## src/rtl/pwm_capture_pkg.sv

```systemverilog
// rtl/pwm_capture_pkg.sv - shared constants, divider state type and duty clamp helper
package pwm_capture_pkg;

    localparam int CNT_W_DEFAULT = 10;
    localparam int DIV_W_DEFAULT = CNT_W_DEFAULT + 7;
    localparam logic [6:0] DUTY_MAX = 7'd100;

    typedef enum logic {
        DIV_IDLE = 1'b0,
        DIV_RUN  = 1'b1
    } div_state_t;

    function automatic logic [6:0] clamp_duty(input logic [31:0] q);
        return (q > 32'(DUTY_MAX)) ? DUTY_MAX : q[6:0];
    endfunction

endpackage

```

## src/rtl/pwm_div.sv

```systemverilog
// rtl/pwm_div.sv - unsigned restoring divider, one quotient bit per clock
module pwm_div
    import pwm_capture_pkg::*;
#(
    parameter int CNT_W = CNT_W_DEFAULT,
    parameter int DIV_W = DIV_W_DEFAULT
) (
    input  logic             clk,
    input  logic             rst_n,
    input  logic             start,
    input  logic             abort,
    input  logic [DIV_W-1:0] dividend,
    input  logic [CNT_W-1:0] divisor,
    output logic             busy,
    output logic             done,
    output logic [DIV_W-1:0] quotient
);

    localparam int CW = $clog2(DIV_W + 1);

    div_state_t       state_q, state_d;
    logic [CW-1:0]    cnt_q, cnt_d;
    logic [DIV_W-1:0] quo_q, quo_d;
    logic [CNT_W-1:0] rem_q, rem_d;
    logic [CNT_W-1:0] dsr_q, dsr_d;
    logic [CNT_W:0]   trial;
    logic             qbit;

    // quo_q shifts dividend bits out of the top while quotient bits enter at the bottom
    always_comb begin
        trial = {rem_q, quo_q[DIV_W-1]};
        qbit  = (trial >= {1'b0, dsr_q});
    end

    always_comb begin
        state_d = state_q;
        cnt_d   = cnt_q;
        quo_d   = quo_q;
        rem_d   = rem_q;
        dsr_d   = dsr_q;
        case (state_q)
            DIV_IDLE: begin
                if (start && !abort) begin
                    state_d = DIV_RUN;
                    cnt_d   = CW'(DIV_W);
                    quo_d   = dividend;
                    rem_d   = '0;
                    dsr_d   = divisor;
                end
            end
            DIV_RUN: begin
                if (abort) begin
                    state_d = DIV_IDLE;
                end else if (cnt_q != '0) begin
                    quo_d = {quo_q[DIV_W-2:0], qbit};
                    rem_d = qbit ? CNT_W'(trial - {1'b0, dsr_q}) : trial[CNT_W-1:0];
                    cnt_d = cnt_q - CW'(1);
                end else begin
                    state_d = DIV_IDLE;
                end
            end
            default: state_d = DIV_IDLE;
        endcase
    end

    always_ff @(posedge clk or negedge rst_n) begin
        if (!rst_n) begin
            state_q <= DIV_IDLE;
            cnt_q   <= '0;
            quo_q   <= '0;
            rem_q   <= '0;
            dsr_q   <= '0;
        end else begin
            state_q <= state_d;
            cnt_q   <= cnt_d;
            quo_q   <= quo_d;
            rem_q   <= rem_d;
            dsr_q   <= dsr_d;
        end
    end

    assign busy     = (state_q == DIV_RUN);
    assign done     = busy && (cnt_q == '0) && !abort;
    assign quotient = quo_q;

endmodule

```

## src/rtl/pwm_capture.sv

```systemverilog
// rtl/pwm_capture.sv - PWM duty-cycle decoder with stuck-line and overrun reporting
module pwm_capture
    import pwm_capture_pkg::*;
#(
    parameter int CNT_W = CNT_W_DEFAULT,
    parameter int SYNC  = 2
) (
    input  logic       clk,
    input  logic       rst_n,
    input  logic       pwm_in,
    output logic [6:0] dc_out,
    output logic       dc_valid,
    output logic       stuck,
    output logic       overrun,
    output logic       busy
);

    localparam int DIV_W = CNT_W + 7;
    localparam logic [CNT_W-1:0] CNT_MAX  = '1;
    localparam logic [CNT_W-1:0] CNT_NEAR = CNT_MAX - 1'b1;

    logic [SYNC-1:0]  sync_q;
    logic             prev_q;
    logic             synced;
    logic             rise;
    logic             armed_q;
    logic [CNT_W-1:0] period_cnt;
    logic [CNT_W-1:0] high_cnt;
    logic             stuck_hit;
    logic             div_start;
    logic             div_done;
    logic [DIV_W-1:0] dividend;
    logic [DIV_W-1:0] div_quo;

    // Synchronizer idles high so a line already high at reset release is not taken as an edge
    always_ff @(posedge clk or negedge rst_n) begin
        if (!rst_n) begin
            sync_q <= '1;
            prev_q <= 1'b1;
        end else begin
            sync_q <= {sync_q[SYNC-2:0], pwm_in};
            prev_q <= synced;
        end
    end

    assign synced = sync_q[SYNC-1];
    assign rise   = synced && !prev_q;

    // Not stuck and not armed can only mean no edge has been seen since reset
    assign stuck_hit = !rise && !stuck && (period_cnt == CNT_NEAR);
    assign div_start = rise && armed_q && !busy;
    assign dividend  = DIV_W'(high_cnt) * DIV_W'(DUTY_MAX) + DIV_W'(period_cnt >> 1);

    pwm_div #(
        .CNT_W(CNT_W),
        .DIV_W(DIV_W)
    ) u_div (
        .clk      (clk),
        .rst_n    (rst_n),
        .start    (div_start),
        .abort    (stuck_hit),
        .dividend (dividend),
        .divisor  (period_cnt),
        .busy     (busy),
        .done     (div_done),
        .quotient (div_quo)
    );

    always_ff @(posedge clk or negedge rst_n) begin
        if (!rst_n) begin
            period_cnt <= '0;
            high_cnt   <= '0;
        end else if (rise) begin
            period_cnt <= CNT_W'(1);
            high_cnt   <= CNT_W'(1);
        end else begin
            if (period_cnt != CNT_MAX) period_cnt <= period_cnt + 1'b1;
            if (synced && high_cnt != CNT_MAX) high_cnt <= high_cnt + 1'b1;
        end
    end

    always_ff @(posedge clk or negedge rst_n) begin
        if (!rst_n) begin
            armed_q  <= 1'b0;
            stuck    <= 1'b0;
            dc_out   <= '0;
            dc_valid <= 1'b0;
            overrun  <= 1'b0;
        end else begin
            dc_valid <= 1'b0;
            overrun  <= rise && armed_q && busy;
            if (stuck_hit) begin
                dc_out   <= synced ? DUTY_MAX : 7'd0;
                dc_valid <= 1'b1;
            end else if (div_done) begin
                dc_out   <= clamp_duty(32'(div_quo));
                dc_valid <= 1'b1;
            end
            if (rise) begin
                armed_q <= 1'b1;
                stuck   <= 1'b0;
            end else if (stuck_hit) begin
                armed_q <= 1'b0;
                stuck   <= 1'b1;
            end
        end
    end

endmodule

```

## config.mk

```make
export PLATFORM = sky130hd
export DESIGN_NAME = pwm_capture
export DESIGN_NICKNAME = d
export VERILOG_FILES = /design/src/rtl/pwm_capture_pkg.sv /design/src/rtl/pwm_div.sv /design/src/rtl/pwm_capture.sv
export SDC_FILE = /design/constraint.sdc
export NUM_CORES = 1
export LEC_CHECK = 0
export ABC_AREA = 1
export BUFFER_PORTS_ARGS = -buffer_cell sky130_fd_sc_hd__buf_2
export CAP_MARGIN = 20
export CORE_MARGIN = 8
export CORE_UTILIZATION = 34
export DETAILED_ROUTE_END_ITERATION = 16
export PLACE_DENSITY = 0.47
export SLEW_MARGIN = 20
export SYNTH_ARGS = -nofsm -noshare
export SYNTH_HDL_FRONTEND = slang
export SYNTH_HIERARCHICAL = 1
export SYNTH_SLANG_ARGS = --single-unit
```

## constraint.sdc

```tcl
create_clock -name clk -period 3.8 [get_ports clk]
set_input_delay 0.95 -clock clk [delete_from_list [all_inputs] [get_ports clk]]
set_output_delay 0.95 -clock clk [all_outputs]
set_load 0.01 [all_outputs]
```

### Yosys cells after proc, flatten, opt, wreduce, memory -nomap -nowiden

Cells that the tools add are included.

| word-level totals | value |
|---|---|
| bits in registers | 77 |
| input bits | 3 |

| operators by class | value |
|---|---|
| add/subtract/negate cells | 5 |
| multipliers | 1 |
| magnitude comparators | 2 |
| eq/ne operators | 6 |
| mux-type cells | 31 |
| bitwise operators | 1 |
| reductions and logical operators | 23 |

Operators by type and width:

| operator | count |
|---|---|
| 10-bit two-way mux | 8 |
| 17-bit two-way mux | 3 |
| 17-bit one-hot mux with 2 select lines | 1 |
| 7-bit two-way mux | 4 |
| 10-bit by 1-bit adder with 10-bit output, second input constant | 2 |
| 10-bit != test, second input constant | 2 |
| 10-bit one-hot mux with 2 select lines | 1 |
| 17-bit by 9-bit adder with 17-bit output | 1 |
| 17-bit by 7-bit greater-than comparator with 1-bit output, second input constant | 1 |
| 10-bit by 5-bit multiplier with 15-bit output, second input constant | 1 |
| 5-bit two-way mux | 3 |
| 11-bit by 10-bit greater-or-equal comparator with 1-bit output | 1 |
| 10-bit equality test, second input constant | 1 |
| 1-bit logical AND | 10 |
| 5-bit one-hot mux with 2 select lines | 1 |
| 10-bit subtractor | 1 |
| 1-bit two-way mux | 9 |
| 2-bit nonzero test | 4 |
| 1-bit logical NOT | 5 |
| 5-bit logical NOT | 1 |
| 5-bit nonzero test | 1 |
| 5-bit by 1-bit subtractor with 5-bit output, second input constant | 1 |
| 2-bit != test, second input constant | 2 |
| 3-bit AND reduction | 1 |
| other kinds (4) | 4 |

### Longest topological paths before layout

| depth | value |
|---|---|
| depth after elaboration | 9 |
| mapped depth | 20 |
| depth with buffers taken out | 20 |

### By module

The synthesis kept the hierarchy.

By module, submodules not included:

| module | instances | cells each | area each (um^2) | seq. area each (um^2) |
|---|---|---|---|---|
| pwm_capture | 1 | 416 | 3139.3 | 854.6 |
| pwm_div | 1 | 351 | 2570.0 | 1076.0 |

### Least setup slack after synthesis

Ideal clock, no wire load.

| timing path | value |
|---|---|
| kind | reg2reg |
| start | register high_cnt[2] |
| end | register u_div.quo_q[13], in the netlist u_div/quotient[13] |
| setup time | 0.082 ns |
| data arrival time | 3.213 ns |
| required time | 3.718 ns |
| slack | 0.506 ns |
| cell stages (with the launch flop) | 16 |
| clock period less this slack | 3.294 ns |
| cell sequence | dfrtp_1 -> ha_1 -> ha_1 -> fa_1 -> ha_1 -> xnor2_1 -> ha_1 -> nand2_1 -> nor2_1 -> nand2_1 -> nand3_1 -> nand3_4 -> nor2_4 -> xor2_1 -> nand2_1 -> a31oi_1 |

| between the ends | value |
|---|---|
| cells in the longest elaborated chain, start to end | 4 |

Ends and longest elaborated chain:

| what | RTL line | RTL |
|---|---|---|
| start: declaration | pwm_capture.sv:28 | `logic [CNT_W-1:0] high_cnt;` |
| start signal: assignment | pwm_capture.sv:78 | `if (synced && high_cnt != CNT_MAX) high_cnt <= high_cnt + 1'b1;` |
| 10-bit by 5-bit multiplier with 15-bit output | pwm_capture.sv:52 | `assign dividend = DIV_W'(high_cnt) * DIV_W'(DUTY_MAX) + DIV_W'(period_cnt >> 1);` |
| 17-bit by 9-bit adder with 17-bit output | pwm_capture.sv:52 |  |
| net dividend[13] | pwm_capture.sv:32 | `logic [DIV_W-1:0] dividend;` |
| 17-bit two-way mux | pwm_div.sv:43 | `if (start && !abort) begin` |
| 17-bit one-hot mux with 2 select lines | pwm_div.sv:41 | `case (state_q)` |
| end signal: assignment | pwm_div.sv:76 | `quo_q <= quo_d;` |
| end: declaration | pwm_div.sv:23 | `logic [DIV_W-1:0] quo_q, quo_d;` |

The timed path passes the listed nets, and every way through them passes these cells. The select of a mux whose other input is x is not followed.
A chain may end at the register's enable or synchronous reset.

### Worst setup path in the final report

| timing path | value |
|---|---|
| start | register high_cnt[1] |
| end | register u_div.quo_q[14], in the netlist u_div/quotient[14] |

Same word-level chain as after synthesis.

==> flow_summary.ini <==
[yosys]
synth_adder_area_share_pct = 14.95
synth_top_family_by_area = simple AND/OR/NAND/NOR gates
syn_area_per_cell_sq_um = 7.444
async_flop_share_pct = 100.0
synth_xor_area_share_pct = 3.265
postSynthCellCount = 767
syn_nets = 834
synth_compound_area_share_pct = 9.424
synth_edf_count = 0
synth.distinct_cells = 42
ys_ff_latch = 77
muxShareOfSynthArea_pct = 0
synthFlopType = dfrtp_1
netlist_area_sq_mm = 0.005709
ys_seq_area_share_pct = 33.82
ys_warn_count = 6
synthSimpleGateAreaFrac_pct = 28.40

[critical_path]
critPathRequiredTime_ns = 4.07
slowest_delay_ns = 0.52
crit_buf_inv = 2
worstSetupPathType = flip-flop to flip-flop
cp.arrival_ns = 3.77
cp_cell_sequence = ha_1 -> ha_1 -> ha_1 -> inv_1 -> fa_1 -> inv_1 -> ha_1 -> nand2_1 -> nor2_1 -> nand2_1 -> nand3_1 -> nand2_1 -> nand2_1 -> nand3_2 -> nor2_4 -> nand3b_1 -> nand2_1 -> nand2_1 -> a31oi_1
crit_path_max_fanout = 5
path_delay_family = adder cells
startpoint_type = flip-flop
crit_path_frequent_cell = nand2_1
end_kind = flip-flop
slowest_stage = fa_1

[sta]
period_needed_ns = 3.499
setup_slack_ns = 0.3008
timing.final.crit_share_pct = 92.09
grt_setup_unrepaired = no
finClkSkew_ns = 0.008415
setup_viol = 0
tightest_slew_ns = 0.7422
tns_ns = 0
maxSlewHeadroom_pct = 50.52
fin_hold_ws_ns = 0.3548
fmax_ghz = 0.2858
hold_viol = 0
final-max-slew-violation-count = 0

[die]
die_area_sq_mm = 0.02120
core_sq_mm = 0.01652
initial_utilization_pct = 34.55
num_rows = 47
fp.dieW_um = 145.6
die_h_um = 145.6
pin_count = 14

[clock_network]
cts_resized = 0
cts.clk_slew.worst_paths_ns = 0.07
cts_buffers = 9
cts_max_path_buffers = 2
root_buffer = clkbuf_16
clk_latency_ns = 0.34
cts-htree-levels = 3
cts_setup_buffers = 0
cts_tree = built
clock-sinks = 77
ctsHoldBuffers = 0

[power_and_ir_drop]
clkPwrFrac_pct = 21.4
powerDensity_mw_per_mm2 = 653.7
p_comb_share_pct = 47.1
seqPwrFrac_pct = 31.5
p_leak_uw = 0.003346
internal_power_uw = 2323
p_sw_share_pct = 43.55
vdd_ir_drop_max_uv = 321.0
p_switching_uw = 1792

[placed_design]
place_hpwl_um = 10020
io_buffers = 13
pre_cts_slack_ns = 0.2521
gp_congestion = 0.8113
dp.cells = 987

[global_routing]
met1_usage_pct = 17.00
grt_remaining_overflow = 0
antenna_found_initial = 0
grt_pass1_vias = 4655
met3_usage_pct = 2.736
grt_max_degree = 78
grt_usage_pct = 13.00
gr-usage-met2_pct = 20.70
busiest_layer = met2
grt_pass1_wl_um = 22820

[outcome]
status = complete, no violations

[worst_hold_path]
hold_path_class = flip-flop to flip-flop

[routing]
dr.first_iter.drc_count = 309
routed_via_density = 4.761
vias = 4775
post-route-drc-count = 0
wl_um = 13160
wl_per_cell_um = 13.12
ant_nets = 0
drt-pass1-iter-count = 4

[finish]
nets = 845
final_layout_size_suffix_gt1_share_pct = 7.918
area_growth_syn_to_layout_pct = 10.26
antenna_cells = 0
fin_cells = 1003
fin_util_pct = 38.09

[job]
maxCapViolCount = 0
==> cells by family after synthesis <==
logic type | Yosys count
simple gates | 366
flops | 77
compound gates | 97
buf+inv | 146
xor+xnor | 17
fa+ha+maj | 64
==> cells in the final DEF, fill, tap and decap left out, types with 8 or more instances in the layout <==
cell type,netlist,final
nand2_1,208,208
inv_1,128,128
dfrtp_1,74,74
nor2_1,56,56
ha_1,57,56
nand3_1,51,51
o21ai_0,33,33
a21oi_1,31,31
a31oi_1,19,19
nand4_1,17,17
buf_2,6,12
clkbuf_16,0,9
xnor2_1,8,8
==> path summary, 6_finish.rpt <==
path | from | endpoint | slack, ns | cells after the start
worst max-delay path | high_cnt[1] | u_div/quotient[14] | 0.30 | 19
worst min-delay path | sync_q[0] | sync_q[1] | 0.35 | 0
worst max register to register | high_cnt[1] | u_div/quotient[14] | 0.30 | 19
worst min register to register | sync_q[0] | sync_q[1] | 0.35 | 0
max in group asynchronous | rst_n | u_div/quotient[10] | 2.64 | 1
min in group asynchronous | rst_n | u_div/rem_q[9] | 0.63 | 1
==> metrics by stage <==
step           total power, uW  area, sq um
2_1_floorplan             2824         5709
3_3_place_gp              3242         5988
3_5_place_dp              3263         5988
4_1_cts                   4165         6289
5_1_grt                   4549         6295
6_report                  4115         6295
==> state kept, by name, indices dropped and copies added, names as in the netlist, 2 cells and up <==
signal / flops
u_div/dsr_q: 10
sync_q: 2
u_div/quotient: 17
high_cnt: 10
period_cnt: 10
dc_out: 7
u_div/rem_q: 10
u_div/cnt_q: 5
==> cell type report <==
cell class                 instances  area, sq um
clock buffer                      10        229.0
clock inverter                     6        71.32
fill                            1796        10230
inverter                         130        493.0
multi-input combinational        544         3202
sequential                        77         1931
tap                              220        275.3
timing repair buffer              16        93.84
==> Yosys cell counts (4+ instances only) <==
library cell / count / area share, %
xor2_1: 7 / 1.1
a31oi_1: 19 / 2.1
nor3_1: 6 / 0.53
o21ai_1: 5 / 0.44
nor2_4: 4 / 0.79
inv_1: 128 / 8.4
fa_1: 7 / 2.5
nand3_1: 51 / 4.5
nand4_1: 17 / 1.9
o21ai_0: 33 / 2.9
nand2_1: 208 / 14
ha_1: 57 / 12
buf_2: 6 / 0.53
dfrtp_1: 74 / 32
nor2_1: 56 / 3.7
a21oi_1: 31 / 2.7
nand2_2: 6 / 0.66
clkbuf_1: 7 / 0.46
xnor2_1: 8 / 1.2
==> power by group through the flow <==
stage	Sequential (uW)	Combinational, uW	Clock (uW)
after global placement	1300	1940	0
after global routing	1340	2260	948
after floorplan	1260	1560	0
after detailed placement	1310	1950	0
after CTS	1300	1960	906
final	1300	1940	879
==> per-layer routing <==
layer / routed length, um / vias up
met4: 250 / 0
met1: 6538 / 2227
met2: 5936 / 59
met3: 436 / 15
li1: - / 2474
met5: 0 / -
Power figures use the tool's default switching activity.
